<file path="src/rtl/game_ctrl.sv">
// Game sequencer: free-running frame tick, IDLE/PLAY/PAUSE/OVER state machine,
// step gating, lives and post-hit invulnerability window.
module game_ctrl #(
  parameter int CLK_HZ        = 65_000_000,
  parameter int FRAME_HZ      = 60,
  parameter int LIVES         = 3,
  parameter int INVULN_FRAMES = 90
) (
  input  logic       clk,
  input  logic       rst_n,
  input  logic       btn_left,
  input  logic       btn_right,
  input  logic       btn_jump,
  input  logic       btn_start,
  input  logic       btn_pause,
  input  logic       player_hit,
  output logic       frame_tick,
  output logic       stepleft,
  output logic       stepright,
  output logic       stepjump,
  output logic       char_rst,
  output logic [1:0] game_state,
  output logic [1:0] lives
);
  localparam int P  = CLK_HZ / FRAME_HZ;
  localparam int CW = (P > 1) ? $clog2(P) : 1;
  localparam logic [CW-1:0] CNT_MAX    = CW'(P - 1);
  localparam logic [1:0]    LIVES_INIT = 2'(LIVES);
  localparam logic [7:0]    INV_INIT   = 8'(INVULN_FRAMES);

  typedef enum logic [1:0] {IDLE = 2'd0, PLAY = 2'd1, PAUSE = 2'd2, OVER = 2'd3} state_t;

  state_t        state, state_nxt;
  logic [CW-1:0] cnt;
  logic [7:0]    invuln, invuln_nxt;
  logic [1:0]    lives_nxt;
  logic          crst_nxt;
  logic          start_prev, pause_prev, armed;
  logic          start_ev, pause_ev, hit_ok;

  // armed stays low for the first cycle after reset so a button held
  // through reset is absorbed into the history registers, not seen as an edge
  assign start_ev   = armed & btn_start & ~start_prev;
  assign pause_ev   = armed & btn_pause & ~pause_prev;
  assign hit_ok     = player_hit & (invuln == 8'd0);
  assign game_state = state;

  always_ff @(posedge clk or negedge rst_n) begin
    if (!rst_n) state <= IDLE;
    else        state <= state_nxt;
  end

  always_comb begin
    state_nxt  = state;
    lives_nxt  = lives;
    invuln_nxt = invuln;
    crst_nxt   = 1'b0;
    case (state)
      IDLE: if (start_ev) begin
        state_nxt  = PLAY;
        lives_nxt  = LIVES_INIT;
        invuln_nxt = 8'd0;
        crst_nxt   = 1'b1;
      end
      PLAY: begin
        if (hit_ok) begin
          if (lives == 2'd1) begin
            lives_nxt = 2'd0;
            state_nxt = OVER;
          end else begin
            lives_nxt  = lives - 2'd1;
            crst_nxt   = 1'b1;
            invuln_nxt = INV_INIT;
            if (pause_ev) state_nxt = PAUSE;
          end
        end else if (pause_ev) begin
          state_nxt = PAUSE;
        end else if (frame_tick && invuln != 8'd0) begin
          invuln_nxt = invuln - 8'd1;
        end
      end
      PAUSE: if (pause_ev || start_ev) state_nxt = PLAY;
      OVER:  if (start_ev) state_nxt = IDLE;
      default: state_nxt = IDLE;
    endcase
  end

  always_ff @(posedge clk or negedge rst_n) begin
    if (!rst_n) begin
      cnt        <= '0;
      frame_tick <= 1'b0;
      start_prev <= 1'b0;
      pause_prev <= 1'b0;
      armed      <= 1'b0;
      lives      <= LIVES_INIT;
      invuln     <= 8'd0;
      char_rst   <= 1'b0;
      stepleft   <= 1'b0;
      stepright  <= 1'b0;
      stepjump   <= 1'b0;
    end else begin
      cnt        <= (cnt == CNT_MAX) ? '0 : cnt + 1'b1;
      frame_tick <= (cnt == CNT_MAX);
      start_prev <= btn_start;
      pause_prev <= btn_pause;
      armed      <= 1'b1;
      lives      <= lives_nxt;
      invuln     <= invuln_nxt;
      char_rst   <= crst_nxt;
      // gate on the next state so steps drop in the same cycle PLAY is left
      stepleft   <= (state_nxt == PLAY) & btn_left & ~btn_right;
      stepright  <= (state_nxt == PLAY) & btn_right & ~btn_left;
      stepjump   <= (state_nxt == PLAY) & btn_jump;
    end
  end
endmodule

</file>
<file path="config.mk">
export PLATFORM = sky130hd
export DESIGN_NAME = game_ctrl
export DESIGN_NICKNAME = d
export VERILOG_FILES = /design/src/rtl/game_ctrl.sv
export SDC_FILE = /design/constraint.sdc
export NUM_CORES = 1
export LEC_CHECK = 0
export BUFFER_PORTS_ARGS = -buffer_cell sky130_fd_sc_hd__clkbuf_2
export CAP_MARGIN = 30
export CORE_ASPECT_RATIO = 1.25
export CORE_UTILIZATION = 50
export DETAILED_ROUTE_END_ITERATION = 7
export PLACE_DENSITY = 0.66
export SYNTH_ARGS = -nofsm -noshare
export SYNTH_HDL_FRONTEND = slang
export SYNTH_SLANG_ARGS = --single-unit
</file>
<file path="constraint.sdc">
create_clock -name clk -period 3.4 [get_ports clk]
set_input_delay 0.17 -clock clk [delete_from_list [all_inputs] [get_ports clk]]
set_output_delay 0.17 -clock clk [all_outputs]
set_load 0.02 [all_outputs]
</file>
# Yosys cells after proc, flatten, opt, wreduce, memory -nomap -nowiden
# Index checks and enable logic that the tools add are counted.
# word_totals
regBits	41
inputBits	8
output_inout_bits	9
elab_cells	70
# classes
n_mux	22
reduce_logical	8
n_addsub	3
n_eq_ne	11
bitwise_logic	14
# op_table
op	count
$mux W8	5
$add A21 B1 Y21 const B	1
$eq A21 B21 Y1 const B	1
$mux W21	1
$mux W2	9
$pmux W8 S2	1
$and A1 B1 Y1	10
$ne A3 B3 Y1 const B	3
$logic_not A8 Y1	1
$pmux W2 S4	1
$reduce_bool A8 Y1	1
$sub A8 B1 Y8 const B	1
$eq A2 B1 Y1 const B	3
$reduce_and A5 Y1	1
$eq A2 B2 Y1 const B	2
$ne A2 B2 Y1 const B	2
$not A1 Y1	4
$pmux W2 S2	1
$mux W1	3
$reduce_and A3 Y1	1
$logic_not A2 Y1	1
$pmux W1 S2	1
$reduce_bool A2 Y1	1
$sub A2 B1 Y2 const B	1
2 further kinds	2

# Longest topological paths before layout
# Gate-level depths: netlist (run 1).
# depth
ltp_word	9
ltp_mapped	7
depth_no_buf	7

# Least setup slack after synthesis (run 1)
# No wires, ideal clock.
# synth_timing
kind	register to register
from	register invuln[0]
to	register invuln[6]
setup_ns	0.119
synth_period_minus_slack_ns	2.128
path_buffers	0
setup_slack_ns	1.272
required_time_ns	3.281
path_stages_with_launch	8
arrival_time_ns	2.009
path_cell_list	dfrtp_1 > inv_1 > ha_1 > or4b_4 > o311a_1 > o211ai_4 > nor4_1 > o21ba_2
# synth_between
elab_chain_len	5
word_cells_on_any_way	13
classes_between	add/sub (1); eq/ne (3); mux (4); bitwise (1); reduce/logical (4)
# synth_rtl
item	line_no	source
from (decl)	35	logic [7:0] invuln, invuln_nxt;
from (signal assigned)	108	invuln <= invuln_nxt;
$sub A8 B1 Y8	79	invuln_nxt = invuln - 8'd1;
$mux W8	78	end else if (frame_tick && invuln != 8'd0) begin
$mux W8	76	end else if (pause_ev) begin
$mux W8	66	if (hit_ok) begin
$pmux W8 S2	58	case (state)
# Several ways; a longest one is shown, not always the timed one. The select of a mux whose other input is x is not followed.
# A chain may end at the register's enable or synchronous reset.

# Final worst setup path (run 1)
# layout_timing
from	register invuln[0]
to	register invuln[3]
# The elaborated chain is that of the path after synthesis.

==> flow_summary.toml, run 1 <==
[status]
status = "finished, final reports clean"

[detailed_routing]
num_vias = 1562
drc = 0
wire_per_inst_um = 14.2
wl_um = 3960
drtIter0Drc = 55
dr.pass1.iters = 4
ant_nets = 0
drt-vias-per-instance = 5.62

[timing]
relSlewSlack_pct = 55.7
tightest_slew_ns = 0.656
slew_viol_final = 0
skew_ns = 0.00454
hold_viol_final = 0
setup_viol = 0
rsz0062_at_grt = "no"
fin_crit_sh_pct = 67.8
timing.setup.tns_ns = 0
period_needed_ns = 2.31
max_freq_ghz = 0.434

[setup_path]
worst_setup_path_start_kind = "flip-flop"
r2r_cells = 7
path_cells = "inv_1 > ha_1 > or4b_4 > o311ai_4 > nand3_1 > and4_2 > a2111oi_2"
cp-end-kind = "flip-flop"
max_stage_delay_ns = 0.52
timing.rr.end = "invuln[3]"
cp.required_ns = 3.58
cp_slowest_cell = "or4b_4"
r2r_setup_slack_ns = 1.09
cp_max_fo = 5
r2r-start = "invuln[0]"
critPathKind = "reg2reg"
critPathArrivalTime_ns = 2.49
cp-startpoint = "invuln[0]"

[power]
p_seq_share_pct = 53.7
swShare_pct = 27.6
power.internal_w = 0.000709
power_density_mw_per_mm2 = 427
p_switching_w = 0.000271
ir_drop_uv = 224
clkPwrFrac_pct = 30.7
combPwrFrac_pct = 15.6
leakage_nw = 1.00

[floorplan]
dieWidth_um = 59.2
num_rows = 25
die_area_mm2 = 0.00436
dieHeight_um = 73.6
ios = 17
initial_core_util_pct = 53.2
core_region_area_mm2 = 0.00385

[finish]
multi_input_area_um2 = 977
area_growth_pct = 12.1
drive_above_1_share_pct = 17.4
diodes = 0
register_area_mm2 = 0.00103
final_area_mm2 = 0.00230
nNetsFinal = 235
fillers = 347

[placement]
port_buffers = 16
placedInstanceArea_mm2 = 0.00220
dp_hpwl_um = 3030
gp_congestion = 0.930

[logic_synthesis]
ys.flop_type = "dfrtp_1"
synth.avg_cell_area_um2 = 10.1
syn_area_mm2 = 0.00205
synth_top_area_share_pct = 47.6
yosysWarnings = 0
postSynth.asyncResetShare_pct = 100
synthTopCellsByArea = "dfrtp_1, xnor2_1, nor2_1"
netlist_instances = 202
yosysTopAreaCell = "dfrtp_1"
synth_edf_count = 0
yosysSeqAreaShare_pct = 50.2
ys_types = 47
ys_seq_elements = 41
synth_fp_nets = 214

[clocking]
clockBufferDepth = 2
tritoncts = "done"
cts_resized = 0
htree_levels = 2
cts_inserted_buffers = 5
root_buffer = "clkbuf_8"
path_clk_slew_ns = 0.08
clock_latency_ns = 0.29
cts_sinks = 41

[global_routing]
grt_pass1_vias = 1507
grt_pass1_wl_um = 6570
grt.total_usage_pct = 20.7
grt_max_degree = 26
globalRouteOverflowTotal = 0
antenna_found_initial = 0

[min_path]
hold_path_depth = 1
hold_path_startpoint = "btn_pause"
hp-class = "in2reg"
min_to = "pause_prev"

[run]
cap_violations = 0
[logic make-up after synthesis]
| family | after synthesis | share of synthesized area, % |
|---|---|---|
| flops | 41 | 50.2 |
| buf+inv | 11 | 2.08 |
| compound gates | 33 | 12.8 |
| other cells | 1 | 0.183 |
| simple gates | 93 | 24.1 |
| xor+xnor | 18 | 7.70 |
| fa+ha+maj | 4 | 2.44 |
| mux | 1 | 0.489 |
[through the flow]
| step | util, % | power [W] | std cells | setup WS [ns] | hold WS (ns) |
|---|---|---|---|---|---|
| 2_1_floorplan | - | 0.000642 | 202 | 1.27 | -0.126 |
| 3_3_place_gp | 56.7 | 0.000677 | 268 | 1.18 | 0.308 |
| 3_5_place_dp | 57.3 | 0.000686 | 269 | 1.11 | 0.144 |
| 4_1_cts | 59.7 | 0.000988 | 278 | 1.10 | 0.00763 |
| 5_1_grt | 59.7 | 0.00103 | 278 | 0.915 | 0.00839 |
| 6_report | 59.7 | 0.000980 | 278 | 1.09 | 0.0106 |
[worst max-delay path by stage]
stage / endpoint / cells past startpoint
3_5_place_dp: invuln[3] / 7
3_3_place_gp: invuln[6] / 7
4_1_cts: invuln[3] / 7
6_report: invuln[3] / 7
2_1_floorplan: invuln[6] / 7
5_1_grt: invuln[3] / 7
[registers in the layout, summed over array words and instances, names as in the netlist]
name        flops
armed           1
stepleft        1
invuln          8
pause_prev      1
cnt            21
lives           2
frame_tick      1
start_prev      1
game_state      2
stepright       1
char_rst        1
stepjump        1
[cell usage after synthesis (2+ instances only)]
library cell and instances:
nand4_1 6, o31ai_1 2, a31oi_1 2, nor3b_1 2
or2_2 3, nand2_1 16, a21oi_1 5, inv_1 6
nor4_1 3, o21ai_0 8, nor2b_1 3, ha_1 4
nor3_1 9, clkbuf_1 4, dfstp_2 2, nor4b_1 4
xnor2_1 12, and3_1 3, nand2b_1 3, dfrtp_1 39
nor2_1 23, nand3b_1 2, nand3_1 11, xor2_1 6
a21o_2 2
[layer usage]
layer,track usage [%],vias up,routed length (um)
li1,-,756,-
met1,20.8,755,1550
met2,39.5,41,2190
met3,4.05,10,123
met4,10.1,0,93
met5,0,-,0
[cells in the final DEF, fill, tap and decap left out, types with 2 or more instances in the layout]
| cell | n |
|---|---|
| or2_2 | 3 |
| nand2_1 | 16 |
| clkbuf_2 | 16 |
| xor2_1 | 6 |
| nor2b_1 | 3 |
| nor4b_1 | 4 |
| nor3b_1 | 2 |
| ha_1 | 4 |
| dfstp_2 | 2 |
| nor4_1 | 3 |
| o31ai_1 | 2 |
| nor2_1 | 23 |
| nand3b_1 | 2 |
| and3_1 | 3 |
| clkinv_2 | 2 |
| dfrtp_1 | 39 |
| a31oi_1 | 2 |
| a21o_2 | 2 |
| xnor2_1 | 12 |
| nand3_1 | 11 |
| nand2b_1 | 3 |
| o21ai_0 | 8 |
| inv_1 | 6 |
| nor3_1 | 9 |
| a21oi_1 | 5 |
| nand4_1 | 6 |
| clkbuf_8 | 5 |
[area by class of cell]
class	instances	area share (%)
clock buffers	6	3.16
clock inverters	2	0.436
inverters	6	0.981
multi-input cells	150	42.6
flip-flops and latches	41	44.8
well taps	54	2.94
repair buffers	19	5.12
[power by group through the flow]
stage / clock network (W) / registers [W] / logic, W
after floorplan: 0 / 0.000533 / 0.000109
after global routing: 0.000331 / 0.000528 / 0.000170
after CTS: 0.000310 / 0.000526 / 0.000153
final: 0.000301 / 0.000526 / 0.000153
after detailed placement: 0 / 0.000535 / 0.000151
after global placement: 0 / 0.000534 / 0.000143
[critical path, delay by kind of cell (launching register included)]
family,cells,cell delay [ns]
flip-flops,1,0.41
buffers and inverters,1,0.07
AND/OR/NAND/NOR,3,0.92
adder cells (fa/ha/maj),1,0.20
AO/OA/AOI/OAI,2,0.60
[repair_timing]
action	CTS	global route
hold endpoints to repair	15	0
setup buffers	0	0
hold buffers	1	0
Note: power is estimated with default switching activity, not from simulation.
==> run 2: changes to the inputs <==
- ABC_AREA: unset -> 1
- PLACE_DENSITY: 0.66 -> 0.65
- clock period: 3.4 -> 2.16 ns (I/O delays scaled with it)
==> run 2 against run 1 <==
  * Combinational power grew to 7.3 times the previous value
  * Register-to-register slack got worse by 0.62 ns
  * Sequential share of layout area down 4.6 points
  * Via count grew 26%
  * Critical endpoint is now invuln[5]
  * Sequential power increased by 96%
  * Largest power group is now combinational cells
  * Non-clock buffer count grew 1
  * Final area increased by 12%
==> flow_summary.toml, run 2 <==
[status]
status = "finished, final reports clean"

[finish]
diodes = 0
largest_register_ffs = 21
layout_commonest_cell = "nand2_1"
area_growth_pct = 11.7
drive_above_1_share_pct = 13.8
nNetsFinal = 345
fillers = 419
layout_common_cells = "nand2_1, nor2_1, dfrtp_1"
fin_util_pct = 58.3
reg.largest.list = "cnt (21), invuln (8)"
regMostFlops = "cnt"

[clocking]
tritoncts = "done"
path_clk_slew_ns = 0.07
root_buffer = "clkbuf_8"
htree_levels = 2
cts_sinks = 41
clock_latency_ns = 0.29
cts_resized = 0
cts_inserted_buffers = 5
ctsHoldBuffers = 3
postCtsSetupBuffers = 0
clockBufferDepth = 2

[detailed_routing]
wl_um = 4790
ant_nets = 0
drtIter0Drc = 106
dr.pass1.iters = 4
wire_per_inst_um = 12.2
drt-vias-per-instance = 5.01
num_vias = 1964
drc = 0

[floorplan]
dieHeight_um = 77.7
die_area_mm2 = 0.00486
ios = 17
initial_core_util_pct = 52.2
core_region_area_mm2 = 0.00439
dieWidth_um = 62.6
num_rows = 27

[logic_synthesis]
postSynth.asyncResetShare_pct = 100
yosysTopAreaCell = "dfrtp_1"
synth.most_common_cell = "nand2_1"
syn_area_mm2 = 0.00229
synthTopCellsByArea = "dfrtp_1, nand2_1, nor2_1"
ys_types = 28
yosysWarnings = 0
yosysSeqAreaShare_pct = 44.8
ys_seq_elements = 41
synth.avg_cell_area_um2 = 7.47
ys.flop_type = "dfrtp_1"
netlist_instances = 307
synth_top_area_share_pct = 42.6
synth_edf_count = 0
synth_fp_nets = 319
synth_commonest_cells = "nand2_1, nor2_1, dfrtp_1"

[run]
cap_violations = 0

[timing]
slew_viol_final = 0
max_freq_ghz = 0.594
tightest_slew_ns = 0.514
hold_viol_final = 0
skew_ns = 0.00667
timing.setup.tns_ns = 0
period_needed_ns = 1.68
relSlewSlack_pct = 65.8
fin_crit_sh_pct = 77.9
setup_viol = 0
rsz0062_at_grt = "no"

[setup_path]
cp.required_ns = 2.34
critPathKind = "reg2reg"
cp_max_fo = 8
critPathArrivalTime_ns = 1.87
cp-end-kind = "flip-flop"
worst_setup_path_start_kind = "flip-flop"

[power]
power_density_mw_per_mm2 = 1020
ir_drop_uv = 395
leakage_nw = 1.29

[global_routing]
grt_max_degree = 42
grt.total_usage_pct = 21.9
grt_pass1_vias = 1905
grt_pass1_wl_um = 8300
antenna_found_initial = 0
globalRouteOverflowTotal = 0

[placement]
dp_hpwl_um = 3610
port_buffers = 16
gp_congestion = 0.924

[min_path]
hp-class = "in2reg"
## run 2: cell types whose count changed after synthesis, moves of 4 or more
cell | previous run | this run
clkbuf_1 | 4 | 0
inv_1 | 6 | 38
inv_2 | 0 | 4
nand2_1 | 16 | 80
nand2_2 | 0 | 5
nand3_1 | 11 | 26
nor2_1 | 23 | 45
nor2_2 | 0 | 5
nor4b_1 | 4 | 0
o21ai_0 | 8 | 1
xnor2_1 | 12 | 5
## run 2: metrics by stage
step	instance area, um^2	instances	worst slack [ns]	total power [W]	hold slack (ns)
after floorplan	2290	307	0.659	0.00191	-0.188
after global placement	2450	381	0.549	0.00216	0.194
after detailed placement	2450	381	0.495	0.00217	0.203
after CTS	2560	392	0.475	0.00265	0.000919
after global routing	2560	392	0.283	0.00286	0.00803
final	2560	392	0.476	0.00261	0.00876
## run 2: cells by family after synthesis
kind of cell    share of synthesized area (%)
compound gates                           3.33
xor+xnor                                 4.96
fa+ha+maj                                2.18
buf+inv                                  7.09
flops                                    44.8
other cells                             0.164
simple gates                             37.4
## run 2: worst max-delay path: stages, from the launching register on
cell and delay, ns:
dfrtp_1 0.41, inv_1 0.12, ha_1 0.26, nand2_1 0.14, nor2_4 0.15, nand2_2 0.10
nand3_2 0.16, nand2_4 0.10, nand2_1 0.07, nand2_1 0.05
## run 2: path summary, 6_finish.rpt
path / from / endpoint / slack, ns / cells past startpoint
min: btn_jump / stepjump / 0.009 / 3
max: invuln[0] / invuln[5] / 0.48 / 9
max reg2reg: invuln[0] / invuln[5] / 0.48 / 9
min in group asynchronous: rst_n / char_rst / 0.42 / 3
min reg2reg: lives[1] / lives[1] / 0.48 / 2
max in group asynchronous: rst_n / lives[0] / 1.37 / 3
## run 2: cell type report
cell class	instances	area (um^2)	area share [%]
tap	58	72.6	2.83
inverter	42	158	6.16
clock inverter	2	10.0	0.391
timing repair buffer	20	118	4.59
sequential	41	1030	40.2
multi-input combinational	223	1100	43.0
clock buffer	6	72.6	2.83
## run 2: power breakdown
| group | internal [W] | switching, W | total (W) |
|---|---|---|---|
| clock | 0.000224 | 0.000243 | 0.000467 |
| combinational | 0.000390 | 0.000725 | 0.00112 |
| sequential | 0.000907 | 0.000125 | 0.00103 |
| total | 0.00152 | 0.00109 | 0.00261 |
## run 2: per-layer routing
layer	track usage, %	vias to the layer above	part of all wire (%)
met5	0	-	0
met4	10.5	0	2.7
met3	4.41	13	3.0
met2	39.0	42	52
met1	24.8	889	42
li1	-	1020	-
